<file path="src/rtl/timestamp_generator.sv">
// Run-gated cycle counter with preset, one-cycle wrap pulse and a registered run flag.
// The timestamp output is the counter register itself, so every output is registered.
module timestamp_generator #(
   parameter int               WIDTH       = 64,
   parameter logic [WIDTH-1:0] RESET_VALUE = '0
) (
   input  logic             clk,
   input  logic             resetn,
   input  logic             run,
   input  logic             load,
   input  logic [WIDTH-1:0] load_value,
   output logic [WIDTH-1:0] timestamp,
   output logic             wrap,
   output logic             running
);

   localparam logic [WIDTH-1:0] ONE = {{(WIDTH-1){1'b0}}, 1'b1};

   logic [WIDTH-1:0] timestamp_next;
   logic             wrap_next;

   // Load beats run; wrap only fires when an increment rolls all-ones over to zero.
   always_comb begin
      timestamp_next = timestamp;
      wrap_next      = 1'b0;
      if (load) begin
         timestamp_next = load_value;
      end else if (run) begin
         timestamp_next = timestamp + ONE;
         wrap_next      = &timestamp;
      end
   end

   // resetn is active-high despite its name.
   always_ff @(posedge clk) begin
      if (resetn) begin
         timestamp <= RESET_VALUE;
         wrap      <= 1'b0;
         running   <= 1'b0;
      end else begin
         timestamp <= timestamp_next;
         wrap      <= wrap_next;
         running   <= run;
      end
   end

endmodule

</file>
<file path="config.mk">
export PLATFORM = sky130hd
export DESIGN_NAME = timestamp_generator
export DESIGN_NICKNAME = d
export VERILOG_FILES = /design/src/rtl/timestamp_generator.sv
export SDC_FILE = /design/constraint.sdc
export NUM_CORES = 1
export LEC_CHECK = 0
export CORE_ASPECT_RATIO = 0.7
export CORE_MARGIN = 2
export CORE_UTILIZATION = 45
export DETAILED_ROUTE_END_ITERATION = 10
export GPL_ROUTABILITY_DRIVEN = 1
export GPL_TIMING_DRIVEN = 0
export PLACE_DENSITY = 0.89
export SYNTH_ARGS = -nofsm -noshare
export SYNTH_HDL_FRONTEND = slang
export SYNTH_SLANG_ARGS = --single-unit
</file>
<file path="constraint.sdc">
create_clock -name clk -period 3 [get_ports clk]
set_input_delay 0.45 -clock clk [delete_from_list [all_inputs] [get_ports clk]]
set_output_delay 0.45 -clock clk [all_outputs]
set_load 0.01 [all_outputs]
</file>
==> summary.md, run 1 <==
| Metric | Value |
|---|---|
| Run status | completed |
| Avg Inst Size Synth | 7.86 um2 |
| # IOs | 134 |
| GR Overflow Total | 0 |
| Worst Setup Path Type | reg2reg |
| Cell Chain, Critical Path | nand4_1 -> nor4_1 -> nand4_1 -> or4_1 -> nand3_1 |
| Die width | 120 um |
| Worst slew pin tran | 749 ps |
| Setup repair bufs after CTS | 0 |
| Final ANT Viol Nets | 0 |
| Headroom to the max-slew limit | 49.6% |
| Pin count of the biggest net entering global routing | 11 |
| Synth Register Bits | 66 |
| CP Max Fanout | 9 |
| Initial Util | 46.6% |
| Post-CTS sizing | 0 |
| Clock Skew | 7.49 ps |
| DRT iter0 DRCs | 638 |
| Drt pass-1 iters | 5 |
| Clock Latency Late Sink | 340 ps |
| Hold Violations, Final | 0 |
| Ant diodes | 0 |
| Worst setup SP type | flop |
| PD cells | 437 nW/um2 |
| Most common cell on crit path | nand4_1 |
| Worst hold path class | reg2reg |
| Pleak | 2.08 nW |
| Final design utilization | 66.5% |
| Worst R2R Path Depth | 5 |
| Clk pin slew, worst setup/hold paths | 60 ps |
| Mapped Nets | 609 |
| Critical Path RT | 3280 ps |
| Synth Instances | 540 |
| Crit path max-delay family | simple AND/OR/NAND/NOR gates |
| Critical Path Sink Type | flop |
| H-tree Lvls | 3 |
| Pins Over Slew Limit | 0 |
| Crit share post-route | 89.3% |
| Max-cap violations | 0 |
| Number of remaining DRC errors | 0 |
| Highest clock rate | 373 MHz |
| Post-DP Area | 5730 um2 |
| Global Route Usage Sum | 33.0% |
| Setup TNS | 0 ps |
| Initial antenna violation count | 0 |
| Crit path largest cell delay | 730 ps |
| RSZ-0062 raised after global routing | no |
| Vias per cell | 6.41 |
| Core Rows | 29 |
| Worst Path Arrival | 2960 ps |
| IO buf count | 133 |
| Cts hold-fix bufs | 0 |
| Post-synthesis instance area | 4240 um2 |
| Distinct cells, synth | 62 |
| Die ar. | 10200 um2 |
| Ranking of synthesized cells by area | dfxtp_1, nor2_1, nand4_1, a211oi_1, nand3_1 |
| Minimum clock period | 2680 ps |
| Wire per inst | 20.7 um |
| Final Setup Violations | 0 |
| TritonCTS Buffers | 9 |
| Fraction of the yosys area taken by sequential cells | 31.1% |
| Clk buf depth | 2 |
| Share of the synthesized area in the top cell type | 31.1% |
| Die extent in y | 85.2 um |
| Synth-to-Final Area Change | 42.7% |
| Num Clock Sinks | 66 |
| Routability cong. | 0.935 |
| Hold path depth | 1 |
| Slowest-stage cell, CP | nor4_1 |
| Layout cell share with drive strength beyond 1 | 5.96% |
| First-pass GRT wire length | 26.4 mm |
| Number of synthesis warnings | 0 |
| DP Wirelength | 12.5 mm |
| Commonest cells post-synth | nor2_1, dfxtp_1, nand2_1 |
| Net count, final | 753 |
| Post-synth EDFFs | 0 |
| Buffers and inverters on the worst path | 0 |
| Design Area, Final | 6050 um2 |
| WP depth | 5 |
| Biggest area consumer among synthesized cells | dfxtp_1 |
| Max rail drop VDD | 0.266 mV |
| Main flop type after synthesis | dfxtp_1 |
| TritonCTS clock tree | done |
| CTS root buf | clkbuf_16 |
| Ys async rst share | 0% |
| Most common cell in the netlist | nor2_1 |
| Via count | 5206 |
| Vias in the first global route | 5040 |
| CORE AREA | 9110 um2 |
| Routed WL | 16.8 mm |
[sequential cells by signal (all words and copies together) (netlist names)]
| register | count |
|---|---|
| timestamp | 64 |
| running | 1 |
| wrap | 1 |
[path summary, 6_finish.rpt]
path,end,startpoint,slack (ps)
max,timestamp[53]$_SDFFE_PP0P_,timestamp[38]$_SDFFE_PP0P_,320
min reg2reg,wrap$_SDFF_PP0_,timestamp[63]$_SDFFE_PP0P_,560
min,wrap$_SDFF_PP0_,timestamp[63]$_SDFFE_PP0P_,560
max reg2reg,timestamp[53]$_SDFFE_PP0P_,timestamp[38]$_SDFFE_PP0P_,320
[routing by layer]
metal	wire [um]	global-route usage [%]
met1	7240	45.2
met2	7060	49.0
met3	2010	10.2
met4	478	11.8
met5	0	0
[cell usage in the layout, fill, tap and decap left out, drive strengths merged, types with 8 or more instances in the layout]
| cell | Yosys | final |
|---|---|---|
| clkdlybuf4s50 | 0 | 133 |
| nor2 | 67 | 67 |
| dfxtp | 66 | 66 |
| nand2 | 46 | 46 |
| nand4 | 39 | 39 |
| nand3 | 37 | 37 |
| clkbuf | 23 | 37 |
| nor4 | 29 | 29 |
| a211oi | 26 | 26 |
| and3 | 23 | 23 |
| a21oi | 18 | 18 |
| xor2 | 18 | 18 |
| xnor2 | 16 | 16 |
| and4 | 16 | 16 |
| nor3 | 11 | 11 |
| inv | 10 | 10 |
| or4 | 9 | 9 |
| a2111oi | 8 | 8 |
[cells by family after synthesis]
kind of cell | synth area share [%]
compound gates | 14.7
xor+xnor | 7.02
fa+ha+maj | 0.295
buf+inv | 4.39
flops | 31.1
mux | 1.65
simple gates | 40.8
[through the flow]
stage          setup WS, ps  cells  power (mW)  hold slack, ps
6_report                321    812        2.65             561
5_1_grt                 193    812        2.73             587
4_1_cts                 457    812        2.64             561
3_5_place_dp           88.8    797        1.50             546
3_3_place_gp            173    797        1.49             527
2_1_floorplan           738    540        1.22             541
[report_power, final]
| part | leakage [nW] | switching, mW | internal, mW |
|---|---|---|---|
| clock | 0.161 | 0.396 | 0.752 |
| sequential | 0.547 | 0.105 | 0.937 |
| combinational | 1.38 | 0.202 | 0.254 |
| total | 2.08 | 0.704 | 1.94 |
[cell type report]
type	instances	area (um2)
inverter	10	37.5
timing repair buffer	133	1330
tap	124	155
buffer	30	149
sequential	66	1320
clock inverter	1	30.0
fill	777	3050
multi-input combinational	434	2740
clock buffer	14	294
Note: power is estimated with default switching activity, not from simulation.
==> inputs of run 2 (changes only) <==
Clock period 3 ns to 3.1 ns, I/O delays scaled along.
==> results of run 2 <==
Same layout as run 1 (identical final DEF). Status: completed.
Main changes from that run: setup slack after placement 88.8 ps -> 174 ps; setup slack after layout 321 ps -> 421 ps; register-to-register setup slack 320 ps -> 420 ps; total power 2.65 mW -> 2.56 mW; worst IR drop on VDD 0.266 mV -> 0.257 mV
